**src/rtl/otter_mem_arbiter.sv**
```systemverilog
// Arbiter that shares one single-ported memory/IO bus between instruction fetch and the MEM stage.
// Data has priority over fetch, fetch starvation is bounded, and a stalled bus transaction is aborted with ERR.
module otter_mem_arbiter #(
    parameter int STARVE_MAX = 4,
    parameter int TIMEOUT    = 255
) (
    input  logic        CLK,
    input  logic        RESET_N,
    input  logic        IF_REQ,
    input  logic [31:0] IF_ADDR,
    output logic        IF_ACK,
    output logic        IF_ERR,
    output logic [31:0] IF_RDATA,
    input  logic        D_REQ,
    input  logic        D_WE,
    input  logic [31:0] D_ADDR,
    input  logic [31:0] D_WDATA,
    input  logic [1:0]  D_SIZE,
    input  logic        D_SIGN,
    output logic        D_ACK,
    output logic        D_ERR,
    output logic [31:0] D_RDATA,
    output logic        M_REQ,
    output logic        M_WE,
    output logic [31:0] M_ADDR,
    output logic [31:0] M_WDATA,
    output logic [1:0]  M_SIZE,
    output logic        M_SIGN,
    input  logic        M_ACK,
    input  logic [31:0] M_RDATA,
    output logic        BUSY,
    output logic        OWNER_D
);

    // state | meaning
    // IDLE  | bus free, arbitrate between IF_REQ and D_REQ
    // WAIT  | command on the bus, waiting for M_ACK or timeout
    // RESP  | owner's ACK (and ERR) is high for this single cycle
    typedef enum logic [1:0] {
        ST_IDLE = 2'd0,
        ST_WAIT = 2'd1,
        ST_RESP = 2'd2
    } state_t;

    state_t      state, state_next;
    logic [3:0]  starve_cnt, starve_cnt_next;
    logic [9:0]  wait_cnt, wait_cnt_next;
    logic [10:0] wait_inc;
    logic        timed_out;
    logic        grant_d;

    logic        if_ack_n, if_err_n, d_ack_n, d_err_n;
    logic [31:0] if_rdata_n, d_rdata_n;
    logic        m_req_n, m_we_n, m_sign_n, owner_d_n, busy_n;
    logic [31:0] m_addr_n, m_wdata_n;
    logic [1:0]  m_size_n;

    // Abort at the end of the TIMEOUT-th WAIT cycle; wait_cnt holds the count of completed WAIT cycles.
    assign wait_inc  = {1'b0, wait_cnt} + 11'd1;
    assign timed_out = (TIMEOUT != 0) && (wait_inc >= 11'(TIMEOUT));
    assign grant_d   = D_REQ && !(IF_REQ && (starve_cnt == 4'(STARVE_MAX)));

    always_comb begin
        state_next      = state;
        starve_cnt_next = starve_cnt;
        wait_cnt_next   = wait_cnt;
        if_ack_n        = 1'b0;
        if_err_n        = 1'b0;
        d_ack_n         = 1'b0;
        d_err_n         = 1'b0;
        if_rdata_n      = IF_RDATA;
        d_rdata_n       = D_RDATA;
        m_req_n         = M_REQ;
        m_we_n          = M_WE;
        m_addr_n        = M_ADDR;
        m_wdata_n       = M_WDATA;
        m_size_n        = M_SIZE;
        m_sign_n        = M_SIGN;
        owner_d_n       = OWNER_D;

        case (state)
            ST_IDLE: begin
                if (IF_REQ || D_REQ) begin
                    state_next    = ST_WAIT;
                    m_req_n       = 1'b1;
                    wait_cnt_next = 10'd0;
                    owner_d_n     = grant_d;
                    if (grant_d) begin
                        m_we_n    = D_WE;
                        m_addr_n  = D_ADDR;
                        m_wdata_n = D_WDATA;
                        m_size_n  = D_SIZE;
                        m_sign_n  = D_SIGN;
                        if (IF_REQ)
                            starve_cnt_next = starve_cnt + 4'd1;
                    end else begin
                        m_we_n          = 1'b0;
                        m_addr_n        = IF_ADDR;
                        m_wdata_n       = 32'd0;
                        m_size_n        = 2'd2;
                        m_sign_n        = 1'b0;
                        starve_cnt_next = 4'd0;
                    end
                end
            end
            ST_WAIT: begin
                if (wait_cnt != 10'h3FF)
                    wait_cnt_next = wait_cnt + 10'd1;
                if (M_ACK || timed_out) begin
                    state_next = ST_RESP;
                    m_req_n    = 1'b0;
                    if (OWNER_D) begin
                        d_ack_n   = 1'b1;
                        d_err_n   = !M_ACK;
                        d_rdata_n = (M_ACK && !M_WE) ? M_RDATA : 32'd0;
                    end else begin
                        if_ack_n   = 1'b1;
                        if_err_n   = !M_ACK;
                        if_rdata_n = M_ACK ? M_RDATA : 32'd0;
                    end
                end
            end
            ST_RESP: state_next = ST_IDLE;
            default: state_next = ST_IDLE;
        endcase

        busy_n = (state_next != ST_IDLE);
    end

    always_ff @(posedge CLK) begin
        if (!RESET_N) begin
            state      <= ST_IDLE;
            starve_cnt <= 4'd0;
            wait_cnt   <= 10'd0;
            IF_ACK     <= 1'b0;
            IF_ERR     <= 1'b0;
            IF_RDATA   <= 32'd0;
            D_ACK      <= 1'b0;
            D_ERR      <= 1'b0;
            D_RDATA    <= 32'd0;
            M_REQ      <= 1'b0;
            M_WE       <= 1'b0;
            M_ADDR     <= 32'd0;
            M_WDATA    <= 32'd0;
            M_SIZE     <= 2'd0;
            M_SIGN     <= 1'b0;
            BUSY       <= 1'b0;
            OWNER_D    <= 1'b0;
        end else begin
            state      <= state_next;
            starve_cnt <= starve_cnt_next;
            wait_cnt   <= wait_cnt_next;
            IF_ACK     <= if_ack_n;
            IF_ERR     <= if_err_n;
            IF_RDATA   <= if_rdata_n;
            D_ACK      <= d_ack_n;
            D_ERR      <= d_err_n;
            D_RDATA    <= d_rdata_n;
            M_REQ      <= m_req_n;
            M_WE       <= m_we_n;
            M_ADDR     <= m_addr_n;
            M_WDATA    <= m_wdata_n;
            M_SIZE     <= m_size_n;
            M_SIGN     <= m_sign_n;
            BUSY       <= busy_n;
            OWNER_D    <= owner_d_n;
        end
    end

endmodule

```
**config.mk**
```make
export PLATFORM = sky130hd
export DESIGN_NAME = otter_mem_arbiter
export DESIGN_NICKNAME = d
export VERILOG_FILES = /design/src/rtl/otter_mem_arbiter.sv
export SDC_FILE = /design/constraint.sdc
export NUM_CORES = 1
export LEC_CHECK = 0
export BUFFER_PORTS_ARGS = -buffer_cell sky130_fd_sc_hd__buf_2
export CAP_MARGIN = 20
export CORE_MARGIN = 10
export CORE_UTILIZATION = 43
export DETAILED_ROUTE_END_ITERATION = 10
export PLACE_DENSITY = 0.79
export RECOVER_POWER = 50
export SYNTH_ARGS = -nofsm -noshare
export SYNTH_HDL_FRONTEND = slang
export SYNTH_SLANG_ARGS = --single-unit
```
**constraint.sdc**
```tcl
create_clock -name CLK -period 2.04 [get_ports CLK]
set_input_delay 0.204 -clock CLK [delete_from_list [all_inputs] [get_ports CLK]]
set_output_delay 0.204 -clock CLK [all_outputs]
set_load 0.02 [all_outputs]
```
== Word level (Yosys, flattened, before mapping) ==
Cells that the tools add are included.
Storage, ports and cells
  output and inout bits: 139
  input bits: 137
  memories: 0
  logic and storage cells: 72
  bits in writable memories: 0
  register bits after elaboration: 155
  bits in read-only memories: 0
  bits in latches: 0
Cells by class
  shifts and indexed selects: 0
  bitwise gates (word level): 4
  reduce and logical (&&, ||, !) cells: 20
  mux-type cells: 20
  $add $sub $neg: 3
  eq/ne operators: 7
  multipliers: 0
  div/mod/pow operators: 0
  $lt $le $gt $ge: 1
Operators by type and width (number)
  32-bit two-way mux: 4
  10-bit two-way mux: 2
  10-bit one-hot mux with 2 select lines: 1
  3-bit AND reduction: 6
  10-bit by 1-bit adder with 11-bit output, second input constant: 1
  11-bit by 8-bit greater-or-equal comparator with 1-bit output, second input constant: 1
  10-bit by 1-bit adder with 10-bit output, second input constant: 1
  10-bit inequality test, second input constant: 1
  4-bit two-way mux: 2
  2-bit inequality test, second input constant: 4
  1-bit two-way mux: 6
  2-bit two-way mux: 3
  4-bit by 1-bit adder with 4-bit output, second input constant: 1
  4-bit by 3-bit equality test with 1-bit output, second input constant: 1
  1-bit inverter: 4
  2-bit one-hot mux with 2 select lines: 1
  4-bit AND reduction: 1
  2-bit nonzero test: 2
  4-bit OR reduction: 1
  1-bit logical AND: 3
  1-bit zero test: 3
  2-bit by 1-bit equality test with 1-bit output, second input constant: 1
  2-bit zero test: 1
  1-bit logical OR: 2
  2 further kinds: 2

== Depth between registers and ports, before layout ==
  word-level depth: 6
  mapped depth: 8
  depth with buffers taken out: 7

== Least setup slack after synthesis ==
Ideal clock, no wire load.
  path type: reg-to-reg
  start: register wait_cnt[1]
  end: register D_ERR
  stages on the path, launching flop included: 8
  path buffers: 1
  data required time: 1923 ps
  data arrival time: 1963 ps
  setup time: 117 ps
  clock period less this slack: 2080 ps
  slack: -40 ps
  cell sequence: dfxtp_1 -> ha_1 -> nand3_1 -> or3_1 -> mux2i_1 -> o311ai_4 -> buf_2 -> and4bb_1
On the way
  word-level cells in the longest chain between the ends: 4
RTL lines
  start, declared: line 47  | logic [9:0] wait_cnt, wait_cnt_next;
  start signal, assigned: line 152  | wait_cnt <= wait_cnt_next;
  10-bit by 1-bit adder with 11-bit output: line 59  | assign wait_inc = {1'b0, wait_cnt} + 11'd1;
  11-bit by 8-bit greater-or-equal comparator with 1-bit output: line 60  | assign timed_out = (TIMEOUT != 0) && (wait_inc >= 11'(TIMEOUT));
  1-bit logical OR: line 109  | if (M_ACK || timed_out) begin
  4-bit AND reduction (no line)
  end signal, assigned: line 157  | D_ERR <= d_err_n;
  end, declared: line 21  | output logic D_ERR,
No other way between the ends.
A chain may end at the register's enable or synchronous reset.

== Final worst setup path ==
  start: register wait_cnt[0]
  end: register IF_ERR
On the way
  word-level cells in the longest chain between the ends: 5
RTL lines
  10-bit by 1-bit adder with 11-bit output: line 59
  11-bit by 8-bit greater-or-equal comparator with 1-bit output: line 60
  1-bit logical OR: line 109
  1-bit inverter (no line)
  4-bit OR reduction (no line)
  end signal, assigned: line 154  | IF_ERR <= if_err_n;
  end, declared: line 12  | output logic IF_ERR,
No other way between the ends.

==> results.sh <==
export IMPL_fp_dieH_um=142
export IMPL_syn_inst=773
export IMPL_min_period_over_period_pct=96.0
export IMPL_reg2reg_to="IF_ERR"
export IMPL_fin_skew_ns=0.0108
export IMPL_power_per_cell_area_nw_per_um2=917
export IMPL_grt_use_total_pct=20.7
export IMPL_hpwl_mm=16.3
export IMPL_synth_area_leaders="dfxtp_1 (49%), a311oi_1 (8.8%), nand2_1 (8.3%), nor2_1 (5.0%), a22oi_1 (4.1%)"
export IMPL_end_kind="flop"
export IMPL_drc=0
export IMPL_fin_setup_tns_ns=0
export IMPL_final_nets=1180
export IMPL_grt_max_degree=45
export IMPL_hold_viol=0
export IMPL_cts_root_buf="clkbuf_16"
export IMPL_synth_cell_type_count=42
export IMPL_syn_area_um2=6350
export IMPL_clockBufferDepth=2
export IMPL_tightestPinTransition_ns=0.828
export IMPL_cts_sinks=155
export IMPL_critical_path_slowest_cell="o311ai_4"
export IMPL_drt_pass1_iter_count=5
export IMPL_coreArea_um2=14500
export IMPL_place_area_um2=8110
export IMPL_vias_per_cell=5.54
export IMPL_ff2ff_setup_slack_ns=0.08
export IMPL_hold_ws_ns=0.0246
export IMPL_crit_chain="inv_1, ha_1, nor2_2, o2111ai_2, o311ai_4, buf_4, buf_12, nor4b_4"
export IMPL_design_area_um2=8660
export IMPL_cts_tree="built"
export IMPL_htree_levels=4
export IMPL_cts_buffers=17
export IMPL_ys_seq_area_share_pct=48.9
export IMPL_ir_drop_v=0.000515
export IMPL_rr_startpoint="wait_cnt[0]"
export IMPL_hold_start="D_WDATA[20]"
export IMPL_num_vias=6850
export IMPL_drive_above_1_share_pct=22.4
export IMPL_synth_area_leader_cell="dfxtp_1"
export IMPL_post_place_ws_ns=0.0269
export IMPL_worstRegToRegCells=8
export IMPL_synth_avg_cell_area_um2=8.22
export IMPL_cp_max_fo=21
export IMPL_whs_path_depth=3
export IMPL_num_rows=44
export IMPL_hold_path_class="primary input to flop"
export IMPL_slew_limit_headroom_pct=44.8
export IMPL_grt_pass1_wl_mm=34.6
export IMPL_crit_path_max_incr_delay_ns=0.37
export IMPL_fmax_mhz=511
export IMPL_worstPathArrival_ns=2.29
export IMPL_critPathKind="flop to flop"
export IMPL_synth_top_area_share_pct=48.9
export IMPL_die_x_um=142
export IMPL_clock_latency_ns=0.42
export IMPL_syn_nets=914
export IMPL_numPortBuffers=275
export IMPL_yosys_warnings=0
export IMPL_maxCapViolations=0
export IMPL_finalSetupViolations=0
export IMPL_p_leak_uw=0.00336
export IMPL_min_to="M_WDATA[20]"
export IMPL_start_kind="flop"
export IMPL_overflow=0
export IMPL_final_max_slew_viol_count=0
export IMPL_gp_congestion=0.884
export IMPL_yosys_register_bits=155
export IMPL_grt_pass1_vias=6619
export IMPL_status="finished, final reports clean"
export IMPL_start_util_pct=43.9
export IMPL_antenna_found_initial=4
export IMPL_fin_ws_ns=0.0814
export IMPL_postRouteAntennaNets=0
export IMPL_drt_iter0_drc=474
export IMPL_fin_crit_ns=1.96
export IMPL_dieArea_um2=20000
export IMPL_routedWlPerCell_um=18.1
export IMPL_cp_required_ns=2.37
export IMPL_drt_wl_total_mm=22.3
export IMPL_clk_pin_slew_ns=0.06
export IMPL_ios=276
export IMPL_finalPower_uw=7940
export IMPL_synthToLayoutAreaGrowth_pct=36.4
cell usage in the layout (no fill, tap or decap), types with 2 or more instances in the layout:
cell type / n
a21oi_1: 48
a22oi_1: 35
a311oi_1: 63
a31oi_1: 38
and2_1: 2
and3_1: 2
buf_12: 8
buf_2: 137
buf_4: 33
bufinv_16: 3
clkbuf_1: 139
clkbuf_16: 18
clkbuf_8: 3
clkinv_2: 4
clkinv_4: 2
dfxtp_1: 149
dfxtp_2: 5
diode_2: 2
ha_1: 3
inv_1: 7
nand2_1: 140
nand2b_1: 2
nand3_1: 4
nand4_1: 3
nand4b_1: 2
nor2_1: 82
nor2_2: 2
nor2b_1: 3
nor3_1: 36
nor3_2: 2
o21ai_0: 44
or4_1: 2
flip-flops by register name (all words and copies together), names as in the netlist, 2 cells and up:
name	flops
D_RDATA	32
IF_RDATA	32
M_ADDR	32
M_WDATA	32
wait_cnt	10
starve_cnt	4
M_SIZE	2
state	2
layout make-up:
class,instances,area (um^2)
diodes,2,5.00
clock buffers,21,470
clock inverters,10,139
fillers,1345,5820
inverters,8,31.3
multi-input cells,538,3020
flip-flops and latches,155,3110
well taps,184,230
repair buffers,319,1650
layer usage:
layer  GRT usage (%)  vias to the layer above  part of all wire [%]
met5               0                        -                  0.20
met1            23.6                     3152                    39
met3            11.1                       29                    13
li1                -                     3338                     -
met4            5.27                        6                   1.4
met2            33.0                      325                    46
worst max path at each step:
stage               slack (ns)         from          end  cells after the start
finish                    0.08  wait_cnt[0]       IF_ERR                      8
global route             -0.07  wait_cnt[0]       IF_ERR                      8
global placement          0.08  wait_cnt[2]       IF_ERR                      6
floorplan                 0.02  wait_cnt[1]        D_ERR                      7
detailed placement        0.03  wait_cnt[1]  D_RDATA[13]                      7
CTS                       0.02  wait_cnt[1]  D_RDATA[13]                      7
critical path, delay by kind of cell, from the launching register on:
family	cells	cell delay, ns
AOI/OAI and AO/OA	2	0.51
buffers and inverters	3	0.38
DFF	1	0.36
adders and majority gates	1	0.31
and+or+nand+nor	2	0.31
where the power goes:
part	internal, uW	switching [uW]
logic	460	902
registers	3210	104
clock network	2020	1240
total	5690	2250
through the flow:
stage,util (%),instances
after floorplan,-,773
after global placement,56.0,1200
after detailed placement,56.0,1200
after CTS,60.3,1232
after global routing,59.8,1235
final,59.8,1237
logic make-up after synthesis:
kind of cell,share of synthesized area (%)
DFF,48.9
AOI/OAI and AO/OA,25.5
and+or+nand+nor,19.8
buffers and inverters,4.89
muxes,0.158
adders and majority gates,0.788
Yosys cell counts:
master / count
nand3_1: 4
or4_1: 2
o311ai_0: 1
nor3b_1: 2
and3_1: 2
nor4b_2: 1
nand2b_1: 3
inv_1: 8
nor2b_1: 3
clkbuf_2: 1
o2bb2ai_1: 1
nor3_2: 1
or3_1: 2
o21ai_0: 44
a31oi_1: 38
ha_1: 4
a21oi_1: 48
and2_1: 3
nand4_1: 3
nand2_1: 140
o21ai_1: 1
a311oi_1: 64
o21bai_1: 1
and4_1: 1
dfxtp_1: 155
and4bb_1: 1
o311ai_4: 1
nand4b_1: 2
nand2_2: 1
a22oi_1: 35
o2111ai_1: 1
o31ai_1: 1
buf_2: 7
nor3_1: 38
o22ai_1: 1
buf_1: 5
mux2i_1: 1
nor2_1: 84
clkbuf_1: 59
o21a_1: 1
o311a_1: 1
or3b_2: 1
timing repair:
item | in CTS | in global routing
hold buffers | 1 | 0
hold endpoints to repair | 1 | 0
buffers inserted | 0 | 2
endpoints found under the setup margin | 0 | 71
resized for setup | 0 | 15
Power figures use the tool's default switching activity.
